==> src/rtl/communication.sv <==
// Serial transceiver: 8N1 transmitter and mid-bit-sampling receiver on one clock.
// Frame is start(0), 8 data bits LSB first, stop(1); each bit lasts BIT_CYCLES clocks.
//
// Transmitter states
//   state    | meaning
//   TX_IDLE  | line held high, waiting for a load rising edge with transEn=1
//   TX_SEND  | shifting the 10-bit frame out, BIT_CYCLES clocks per bit
//
// Receiver states
//   state    | meaning
//   RX_IDLE  | waiting for a synchronized 1->0 transition on the line
//   RX_START | counting to mid start bit, confirming the line is still low
//   RX_DATA  | sampling eight data bits at mid-bit, LSB first
//   RX_STOP  | sampling the stop bit; a high stop commits the character
module communication #(
  parameter int BIT_CYCLES = 16
) (
  input  logic       CLOCK_50,
  input  logic [0:0] KEY,
  input  logic [7:0] SW,
  input  logic       load,
  input  logic       transEn,
  input  logic [7:0] parallelDataOut,
  input  logic       dataIn,
  output logic       dataOut,
  output logic [7:0] parallelDataIn,
  output logic       charSent,
  output logic       charReceived,
  output logic [7:0] LEDR
);

  localparam int CW = $clog2(BIT_CYCLES + 1);
  localparam logic [CW-1:0] BIT_LAST  = CW'(BIT_CYCLES - 1);
  localparam logic [CW-1:0] HALF_LAST = CW'(BIT_CYCLES / 2 - 1);

  typedef enum logic {TX_IDLE, TX_SEND} tx_state_e;
  typedef enum logic [1:0] {RX_IDLE, RX_START, RX_DATA, RX_STOP} rx_state_e;

  logic rst_n;
  assign rst_n = KEY[0];

  logic unused_sw;
  assign unused_sw = ^SW;

  // ---------------- transmitter ----------------
  tx_state_e       tx_state_q, tx_state_d;
  logic [CW-1:0]   tx_cnt_q, tx_cnt_d;
  logic [3:0]      tx_bit_q, tx_bit_d;
  logic [9:0]      tx_frame_q, tx_frame_d;
  logic            tx_dout_q, tx_dout_d;
  logic            tx_sent_q, tx_sent_d;
  logic            load_q;

  always_ff @(posedge CLOCK_50) begin
    if (!rst_n) begin
      tx_state_q <= TX_IDLE;
      tx_cnt_q   <= '0;
      tx_bit_q   <= '0;
      tx_frame_q <= '0;
      tx_dout_q  <= 1'b1;
      tx_sent_q  <= 1'b0;
      load_q     <= 1'b0;
    end else begin
      tx_state_q <= tx_state_d;
      tx_cnt_q   <= tx_cnt_d;
      tx_bit_q   <= tx_bit_d;
      tx_frame_q <= tx_frame_d;
      tx_dout_q  <= tx_dout_d;
      tx_sent_q  <= tx_sent_d;
      load_q     <= load;
    end
  end

  always_comb begin
    tx_state_d = tx_state_q;
    tx_cnt_d   = tx_cnt_q;
    tx_bit_d   = tx_bit_q;
    tx_frame_d = tx_frame_q;
    tx_dout_d  = 1'b1;
    tx_sent_d  = 1'b0;
    case (tx_state_q)
      TX_IDLE: begin
        if (load && !load_q && transEn) begin
          tx_frame_d = {1'b1, parallelDataOut, 1'b0};
          tx_cnt_d   = BIT_LAST;
          tx_bit_d   = '0;
          tx_state_d = TX_SEND;
        end
      end
      TX_SEND: begin
        // tx_bit_q reaching 10 means the stop bit has had its full period
        if (tx_bit_q == 4'd10) begin
          tx_state_d = TX_IDLE;
          tx_sent_d  = 1'b1;
        end else begin
          tx_dout_d = tx_frame_q[0];
          if (tx_cnt_q == '0) begin
            tx_cnt_d   = BIT_LAST;
            tx_bit_d   = tx_bit_q + 4'd1;
            tx_frame_d = {1'b1, tx_frame_q[9:1]};
          end else begin
            tx_cnt_d = tx_cnt_q - 1'b1;
          end
        end
      end
      default: tx_state_d = TX_IDLE;
    endcase
  end

  // ---------------- receiver ----------------
  rx_state_e       rx_state_q, rx_state_d;
  logic [CW-1:0]   rx_cnt_q, rx_cnt_d;
  logic [2:0]      rx_bit_q, rx_bit_d;
  logic [7:0]      rx_shift_q, rx_shift_d;
  logic            rx_commit_q, rx_commit_d;
  logic            sync1_q, sync2_q, prev_q;
  logic [7:0]      rx_data_q;
  logic            rx_recv_q;

  // Synchronizer resets to the idle level so reset never looks like a start edge
  always_ff @(posedge CLOCK_50) begin
    if (!rst_n) begin
      sync1_q     <= 1'b1;
      sync2_q     <= 1'b1;
      prev_q      <= 1'b1;
      rx_state_q  <= RX_IDLE;
      rx_cnt_q    <= '0;
      rx_bit_q    <= '0;
      rx_shift_q  <= '0;
      rx_commit_q <= 1'b0;
      rx_data_q   <= '0;
      rx_recv_q   <= 1'b0;
    end else begin
      sync1_q     <= dataIn;
      sync2_q     <= sync1_q;
      prev_q      <= sync2_q;
      rx_state_q  <= rx_state_d;
      rx_cnt_q    <= rx_cnt_d;
      rx_bit_q    <= rx_bit_d;
      rx_shift_q  <= rx_shift_d;
      rx_commit_q <= rx_commit_d;
      rx_recv_q   <= rx_commit_q;
      if (rx_commit_q) begin
        rx_data_q <= rx_shift_q;
      end
    end
  end

  always_comb begin
    rx_state_d  = rx_state_q;
    rx_cnt_d    = rx_cnt_q;
    rx_bit_d    = rx_bit_q;
    rx_shift_d  = rx_shift_q;
    rx_commit_d = 1'b0;
    case (rx_state_q)
      RX_IDLE: begin
        // Needs a high-then-low pair, so a line stuck low after a framing error never re-arms
        if (prev_q && !sync2_q) begin
          rx_cnt_d   = HALF_LAST;
          rx_state_d = RX_START;
        end
      end
      RX_START: begin
        if (rx_cnt_q == '0) begin
          if (!sync2_q) begin
            rx_cnt_d   = BIT_LAST;
            rx_bit_d   = '0;
            rx_state_d = RX_DATA;
          end else begin
            rx_state_d = RX_IDLE;
          end
        end else begin
          rx_cnt_d = rx_cnt_q - 1'b1;
        end
      end
      RX_DATA: begin
        if (rx_cnt_q == '0) begin
          rx_shift_d = {sync2_q, rx_shift_q[7:1]};
          rx_cnt_d   = BIT_LAST;
          if (rx_bit_q == 3'd7) begin
            rx_state_d = RX_STOP;
          end else begin
            rx_bit_d = rx_bit_q + 3'd1;
          end
        end else begin
          rx_cnt_d = rx_cnt_q - 1'b1;
        end
      end
      RX_STOP: begin
        if (rx_cnt_q == '0) begin
          rx_commit_d = sync2_q;
          rx_state_d  = RX_IDLE;
        end else begin
          rx_cnt_d = rx_cnt_q - 1'b1;
        end
      end
      default: rx_state_d = RX_IDLE;
    endcase
  end

  assign dataOut        = tx_dout_q;
  assign charSent       = tx_sent_q;
  assign parallelDataIn = rx_data_q;
  assign charReceived   = rx_recv_q;
  assign LEDR           = rx_data_q;

endmodule

==> config.mk <==
export PLATFORM = sky130hd
export DESIGN_NAME = communication
export DESIGN_NICKNAME = d
export VERILOG_FILES = /design/src/rtl/communication.sv
export SDC_FILE = /design/constraint.sdc
export NUM_CORES = 1
export LEC_CHECK = 0
export ABC_AREA = 1
export CORE_MARGIN = 1.5
export CORE_UTILIZATION = 25
export CTS_BUF_LIST = sky130_fd_sc_hd__clkbuf_8
export CTS_CLUSTER_SIZE = 14
export DETAILED_ROUTE_END_ITERATION = 8
export SYNTH_ARGS = -nofsm -noshare
export SYNTH_HDL_FRONTEND = slang
export SYNTH_SLANG_ARGS = --single-unit
==> constraint.sdc <==
create_clock -name CLOCK_50 -period 1.74 [get_ports CLOCK_50]
set_clock_uncertainty 0.2 [all_clocks]
set_input_delay 0.348 -clock CLOCK_50 [delete_from_list [all_inputs] [get_ports CLOCK_50]]
set_output_delay 0.348 -clock CLOCK_50 [all_outputs]
set_load 0.02 [all_outputs]
* Yosys cells after proc, flatten, opt, wreduce, memory -nomap -nowiden
Index checks and enable logic that the tools add are counted.
** Cells by class
- Add/sub/neg operators :: 4
- $mul :: 0
- Divide/modulo/power cells :: 0
- Order comparisons :: 0
- Eq/ne operators :: 17
- Shift operators :: 0
- Multiplexer cells :: 34
- Bitwise logic cells :: 2
- Reduce and logical (&&, ||, !) cells :: 18
** Operators with widths (count)
- $mux 5 :: 8
- $mux 10 :: 3
- $ne 2x2->1 const B :: 10
- $pmux 10 s2 :: 1
- $pmux 5 s4 :: 1
- $mux 2 :: 6
- $mux 3 :: 4
- $mux 4 :: 3
- $logic_not 5->1 :: 2
- $pmux 5 s2 :: 1
- $reduce_and 5->1 :: 2
- $sub 5x1->5 const B :: 2
- $reduce_and 3->1 :: 3
- $pmux 2 s4 :: 1
- $pmux 4 s2 :: 1
- $pmux 3 s2 :: 1
- $reduce_and 2->1 :: 3
- $add 4x1->4 const B :: 1
- $eq 2x2->1 const B :: 2
- $eq 4x4->1 const B :: 1
- $add 3x1->3 const B :: 1
- $eq 3x3->1 const B :: 1
- $logic_and 1x1->1 :: 3
- $mux 1 :: 3
- other kinds (9) :: 11
** Storage, ports and cells
- Register bits :: 54
- Bits in latches :: 0
- Bits in writable memories :: 0
- Memory bits (read-only) :: 0
- Logic and storage cells :: 92
- Memories :: 0

* Longest topological paths before layout
Gate-level depths: netlist (run 1).
- Depth in word-level cells :: 5
- Depth in mapped cells :: 10
- Gate-level depth less buffers :: 9

* Worst setup path before layout (run 1)
Ideal clock, no wire load.
- Kind :: flip-flop to flip-flop
- Start :: register rx_state_q[0]
- End :: register rx_cnt_q[0]
- Library setup time :: 132 ps
- Arrival time :: 1315 ps
- Required time :: 1408 ps
- Setup slack :: 93 ps
- Stages on the path, launching flop included :: 8
- Path buffers :: 0
- Path through :: dfxtp_1 > inv_1 > ha_1 > or2_2 > a21oi_1 > nand2_1 > nand2_1 > a21oi_1
** Between the ends
- Longest elaborated chain between the ends :: 3
- Elaborated cells between the ends (all ways) :: 9
** Ends and longest elaborated chain
- from (decl) :: line 111 : rx_state_e rx_state_q, rx_state_d;
- from (signal assigned) :: line 137 : rx_state_q <= rx_state_d;
- $eq 2x1->1 (tied with other cells) :: line 155 : case (rx_state_q)
- $ne 3x3->1 (no source line) or $ne 2x2->1 (tied branches)
- $reduce_and 3->1 (no source line)
- to (signal assigned) :: line 138 : rx_cnt_q <= rx_cnt_d;
- to (decl) :: line 112 : logic [CW-1:0] rx_cnt_q, rx_cnt_d;
Parallel ways exist; a longest one is shown, timed or not.
A chain may end at the register's enable or synchronous reset.

* Final worst setup path (run 1)
- Start :: register rx_bit_q[0]
- End :: register rx_bit_q[1]
** Between the ends
- Longest elaborated chain between the ends :: 4
- Elaborated cells between the ends (all ways) :: 7
** Ends and longest elaborated chain
- from (decl) :: line 113 : logic [2:0] rx_bit_q, rx_bit_d;
- from (signal assigned) :: line 139 : rx_bit_q <= rx_bit_d;
- $add 3x1->3 :: line 183 : rx_bit_d = rx_bit_q + 3'd1;
- $mux 3 :: line 180 : if (rx_bit_q == 3'd7) begin
- $mux 3 :: line 177 : if (rx_cnt_q == '0) begin
- $pmux 3 s2 :: line 155
Parallel ways exist; a longest one is shown, timed or not. The select of a mux whose other input is x is not followed.

==> run_results.csv, run 1 <==
group,metric,value,unit
yosys,ys_types,28,
cts,cts_buffers,5,
sta,fmax,614,MHz
grt,globalRouteMet2Util,17.5,%
cts,cts_tree,"built",
cts,cts_root_buffer,"clkbuf_8",
worst_setup_path,worstPathArrival,1.66,ns
layout,area_growth,22.8,%
layout,fillCellCount,1105,
placed_design,place_congestion,0.773,
cts,clockBufferDepth,2,
yosys,synthAdderAreaFrac,4.92,%
worst_setup_path,critPathMaxFanout,4,
drt,drtAntennaViolNets,0,
placed_design,placed_area,2990,um^2
yosys,netlist_area,2540,um^2
yosys,post_synth_xor_area_fraction,0.689,%
worst_hold_path,hold_path_class,"reg2reg",
worst_setup_path,end_kind,"register",
sta,finalSetupViolations,0,
floorplanning,die_x,104,um
layout,fin_cells,518,
worst_setup_path,cp-start-kind,"register",
yosys,synth_seq_cells,54,
pwr,cellPowerDensity,1170,nW/um^2
worst_setup_path,r2r-start,"rx_bit_q[0]",
layout,diodes,0,
worst_setup_path,r2r_end,"rx_bit_q[1]",
pwr,p_leak,1.41,nW
worst_hold_path,worstHoldStart,"sync1_q",
drt,wire_per_inst,10.1,um
layout,layout.nets,415,
layout,finalInstanceArea,3120,um^2
floorplanning,io_pins,40,
yosys,synth-simple-area-share,27.9,%
layout,register_area,1090,um^2
floorplanning,die_y,104,um
grt,grt_pass1_vias,2070,
grt,overflow,0,
placed_design,dp_hpwl,3.83,mm
layout,multi_input_area,1220,um^2
worst_hold_path,hold_depth,1,
drt,vias_per_cell,4.26,
grt,use_met1,11.9,%
cts,path_clk_slew,0.11,ns
layout,post-route-util,31.8,%
yosys,ys_seq_area_share,42.5,%
worst_setup_path,worstSetupPathType,"reg2reg",
yosys,syn_inst,349,
grt,grt_max_degree,20,
sta,setup_tns,0,ns
yosys,synth_top_family_by_area,"simple AND/OR/NAND/NOR gates",
sta,hold_viol,0,
pwr,ir_worst_vdd,0.388,mV
sta,slew_headroom,72.3,%
layout,drive_above_1_share,13.0,%
grt,grt_pass1_wl,9.01,mm
cts,cts_sinks,54,
drt,finalWirelength,5.23,mm
yosys,synth_compound_area_share,12.8,%
sta,finalCritPeriodShare,93.6,%
grt,antenna_found_initial,0,
floorplanning,num_rows,36,
grt,top_usage_layer,"met2",
sta,min_period,1.63,ns
yosys,synth.avg_cell_area,7.28,um^2
worst_setup_path,required,1.77,ns
cts,clk_latency,0.32,ns
worst_setup_path,r2r_setup_slack,0.11,ns
floorplanning,start_util,25.9,%
yosys,yosysWarnings,0,
drt,firstDrtPassIters,6,
placed_design,portBuffers,31,
cts,holdBufCountCts,0,
drt,drc,0,
placed_design,dpl.cell_count,508,
worst_hold_path,whs_endpoint,"sync2_q",
yosys,synthMuxAreaShare,0,%
sta,drv_slew,0,
placed_design,dp_slack,-0.0690,ns
worst_setup_path,reg2regPathDepth,8,
run_status,status,"finished, final reports clean",
grt,groute.usage.overall,10.0,%
floorplanning,dieArea,10800,um^2
yosys,syn_nets,380,
drt,vias,2209,
sta,setup_ws,0.111,ns
grt,grtUsageMet3,2.27,%
sta,worst_pin_slew,0.414,ns
flow_run,cap_violations,0,
cts,cts-htree-levels,2,
drt,drtIter0Drc,59,
floorplanning,core_area,9820,um^2
-- layout by cell type, fill, tap and decap left out, types with 3 or more instances in the layout --
cell type	instances
ha_1	9
clkbuf_8	5
inv_6	3
nor2_2	3
o21bai_1	3
buf_4	16
nor3_1	3
nand3_1	7
o21ai_1	7
dlygate4sd2_1	19
inv_1	34
dfxtp_1	51
a21oi_1	28
nand2_1	82
o21ai_0	21
clkdlybuf4s50_1	12
nand2_4	4
nand4_1	6
nor2_1	48
-- final cells by class --
| type | count | share of cell area (%) |
|---|---|---|
| clock buffer | 5 | 2.20 |
| clock inverter | 3 | 0.842 |
| inverter | 38 | 4.73 |
| multi-input combinational | 238 | 39.0 |
| sequential | 54 | 34.8 |
| tap | 133 | 5.33 |
| timing repair buffer | 47 | 13.0 |
-- registers in the layout (all words and copies together), names as in the netlist, 3 cells and up, named ones only --
register,cells
rx_bit_q,3
tx_bit_q,4
tx_frame_q,10
rx_shift_q,8
tx_cnt_q,5
LEDR,8
rx_cnt_q,5
-- metrics by stage --
step           hold WS [ns]  total power, mW
2_1_floorplan         0.193             2.47
3_3_place_gp          0.197             2.74
3_5_place_dp          0.201             2.80
4_1_cts               0.216             3.55
5_1_grt               0.220             3.98
6_report              0.213             3.66
-- cells in the mapped netlist --
master     n  area (um^2)
or2_2      3         18.8
clkbuf_1   6         22.5
inv_2      2         7.51
o22ai_1    1         6.26
inv_4      1         6.26
o21ai_0   22          110
nand2_4    4         45.0
inv_1     34          128
nand3_2    2         20.0
buf_4      8         60.1
nor2_1    51          191
nand4_1    6         37.5
nand2_1   83          312
nor3_1     3         15.0
dfxtp_1   54         1080
a21oi_1   29          145
buf_6      4         45.0
nand3_1    7         35.0
o21bai_1   3         22.5
xor2_1     2         17.5
clkinv_1   1         3.75
buf_2      2         10.0
nor2_2     1         6.26
ha_1      10          125
nand3_4    1         17.5
o21ai_1    7         35.0
a31oi_1    1         6.26
nor2_4     1         11.3
-- worst max-delay path, stage by stage (launching register included) --
cell	delay [ns]
dfxtp_1	0.35
ha_1	0.21
ha_1	0.22
nor2_4	0.14
o21ai_2	0.10
nor2_2	0.16
nand2_1	0.06
nand2_1	0.06
nor2_1	0.03
-- per-layer routing --
| layer | up-vias | wire length, um |
|---|---|---|
| met5 | - | 0 |
| li1 | 1166 | - |
| met4 | 0 | 91 |
| met3 | 7 | 170 |
| met1 | 1004 | 2450 |
| met2 | 32 | 2510 |
-- cells by family (layout without fill, tap and decap cells) --
| logic type | count (synthesis) | count (layout) |
|---|---|---|
| compound gates | 63 | 63 |
| simple gates | 162 | 163 |
| fa+ha+maj | 10 | 10 |
| xor+xnor | 2 | 2 |
| flops | 54 | 54 |
| buf+inv | 58 | 93 |
-- how the worst max path moves through the flow --
stage                        startpoint           to  slack [ns]  cells past startpoint
after floorplan           rx_state_q[0]  rx_cnt_q[0]        0.09                      7
after global placement             load  tx_bit_q[3]       -0.05                      7
after detailed placement           load  tx_bit_q[3]       -0.07                      7
after CTS                   rx_cnt_q[0]  rx_cnt_q[3]       0.007                      7
after global routing        rx_bit_q[0]  rx_bit_q[1]       -0.01                      8
final                       rx_bit_q[0]  rx_bit_q[1]        0.11                      8
-- power breakdown --
group	total, mW	switching (mW)	internal, mW
Clock	0.761	0.461	0.300
Combinational	1.40	0.843	0.552
Sequential	1.50	0.104	1.40
Total	3.66	1.41	2.25
-- what timing repair did --
item | CTS | global route
gates cloned | 0 | 1
resized for setup | 20 | 15
buffers inserted | 0 | 1
pin swaps | 0 | 2
setup endpoints to repair | 20 | 29
No activity file was read; power rests on OpenSTA's default activity.
==> run 2, diff against run 1 <==
GPL_TIMING_DRIVEN = 0   (was unset)
==> run_results.csv, run 2 (synthesis gave the netlist of run 1 again) <==
group,metric,value,unit
worst_hold_path,hold_path_class,"reg2reg",
pwr,clkPwrFrac,20.3,%
floorplanning,io_pins,40,
pwr,p_switching,1.51,mW
layout,layout.nets,421,
layout,drive_above_1_share,15.6,%
layout,fillCellCount,1066,
placed_design,dp_hpwl,4.05,mm
layout,final_cell_mix,"nand2_1 (82), dfxtp_1 (50), nor2_1 (47), inv_1 (31), a21oi_1 (25)",
placed_design,portBuffers,31,
sta,hold_viol,0,
drt,firstDrtPassIters,4,
sta,finalSetupViolations,0,
cts,cts_root_buffer,"clkbuf_8",
worst_setup_path,reg2regPathDepth,10,
worst_setup_path,cp-start-kind,"register",
layout,largest_register_ffs,10,
floorplanning,die_y,104,um
worst_setup_path,r2r-start,"tx_bit_q[0]",
sta,slew_headroom,59.2,%
pwr,p_total,3.82,mW
sta,worst_pin_slew,0.612,ns
layout,regMostFlops,"tx_frame_q",
run_status,status,"finished, final reports clean",
drt,drtAntennaViolNets,0,
worst_setup_path,r2r_setup_slack,0.07,ns
drt,drc,0,
cts,holdBufCountCts,0,
drt,vias_per_cell,4.22,
placed_design,place_congestion,0.794,
drt,drtIter0Drc,76,
layout,diodes,0,
cts,cts-htree-levels,2,
sta,drv_slew,0,
pwr,seq_power_share,39.5,%
pwr,power.internal,2.31,mW
grt,groute.usage.overall,10.6,%
worst_setup_path,end_kind,"register",
pwr,ir_worst_vdd,0.490,mV
cts,cts_tree,"built",
grt,grt_max_degree,20,
sta,fmax,598,MHz
flow_run,cap_violations,0,
worst_setup_path,required,1.76,ns
drt,finalWirelength,5.63,mm
grt,grt_pass1_wl,9.46,mm
pwr,cellPowerDensity,1180,nW/um^2
pwr,p_comb_share,40.2,%
worst_setup_path,worstSetupPathType,"reg2reg",
floorplanning,start_util,25.9,%
cts,clk_latency,0.32,ns
cts,cts_buffers,5,
worst_setup_path,worstPathArrival,1.69,ns
floorplanning,dieArea,10800,um^2
cts,clockBufferDepth,2,
floorplanning,num_rows,36,
layout,final_common_cell,"nand2_1",
worst_hold_path,whs_endpoint,"sync2_q",
cts,path_clk_slew,0.12,ns
grt,antenna_found_initial,0,
cts,cts_sinks,54,
sta,setup_tns,0,ns
sta,finalCritPeriodShare,96.1,%
worst_hold_path,hold_depth,1,
floorplanning,die_x,104,um
worst_setup_path,r2r_end,"tx_frame_q[0]",
layout,area_growth,27.3,%
drt,wire_per_inst,10.7,um
worst_setup_path,critPathMaxFanout,10,
floorplanning,core_area,9820,um^2
grt,overflow,0,
pwr,p_leak,1.43,nW
worst_hold_path,worstHoldStart,"sync1_q",
sta,min_period,1.67,ns
pwr,p_sw_share,39.6,%
grt,grt_pass1_vias,2130,
drt,vias,2213,
-- run 2: cell count changes in the layout (fill, tap and decap cells not counted), moves of 2 or more --
cell,before,now
ha_2,1,3
inv_1,34,31
a21oi_2,1,3
ha_1,9,6
clkbuf_1,0,6
a21oi_1,28,25
nand2_8,0,2
inv_6,3,1
inv_2,1,4
nand2_4,4,2
buf_4,16,11
buf_6,0,5
-- run 2: how the worst max path moves through the flow --
stage	from	to	slack [ns]	depth (start not counted)
after floorplan	rx_state_q[0]	rx_cnt_q[0]	0.09	7
after global placement	KEY	tx_frame_q[1]	-0.25	4
after detailed placement	KEY	sync2_q	-0.26	4
after CTS	rx_state_q[0]	rx_bit_q[0]	0.0004	10
after global routing	tx_bit_q[0]	tx_frame_q[9]	-0.02	10
final	tx_bit_q[0]	tx_frame_q[0]	0.07	10
-- run 2: per-layer routing --
layer  vias up  track usage [%]  share of wire [%]
li1       1174                -                  -
met1       989             12.5                 47
met2        40             18.5                 47
met3        10             2.39                3.2
met4         0             4.56                2.0
met5         -                0                  0
-- run 2: final cells by class --
class	count	area, um^2	share of cell area (%)
inverters	38	148	4.56
flip-flops and latches	54	1090	33.6
well taps	133	166	5.14
multi-input cells	237	1280	39.6
repair buffers	34	310	9.59
clock buffers	5	68.8	2.13
clock inverters	3	28.8	0.889
plain buffers	20	144	4.45
-- run 2: power by group through the flow --
stage	clock network, mW	logic, mW	registers (mW)
6_report	0.775	1.53	1.51
5_1_grt	0.849	1.73	1.53
4_1_cts	0.799	1.33	1.50
3_5_place_dp	0	1.24	1.52
3_3_place_gp	0	1.21	1.51
2_1_floorplan	0	0.970	1.50
-- run 2: timing repair --
action / CTS / global route
pin swaps: 1 / 5
resized for setup: 31 / 24
setup buffers: 0 / 3
gates cloned: 0 / 0
endpoints found under the setup margin: 30 / 28
-- run 2: worst max-delay path, stage by stage (launching register included) --
cell,delay (ns)
dfxtp_2,0.35
inv_1,0.09
ha_1,0.17
nand3_2,0.11
nand2_4,0.14
nand2_8,0.09
nand2_8,0.09
inv_4,0.04
buf_6,0.13
o21ai_1,0.11
inv_1,0.06
-- run 2: through the flow --
step | util [%] | cells | hold WS (ns) | setup WS, ns | cell area, um^2
6_report | 33.0 | 524 | 0.226 | 0.0671 | 3240
5_1_grt | 33.0 | 524 | 0.241 | -0.0153 | 3240
4_1_cts | 31.8 | 521 | 0.227 | 0.000417 | 3120
3_5_place_dp | 30.7 | 513 | 0.198 | -0.258 | 3020
3_3_place_gp | 30.7 | 513 | 0.198 | -0.250 | 3020
2_1_floorplan | - | 349 | 0.193 | 0.0929 | 2540
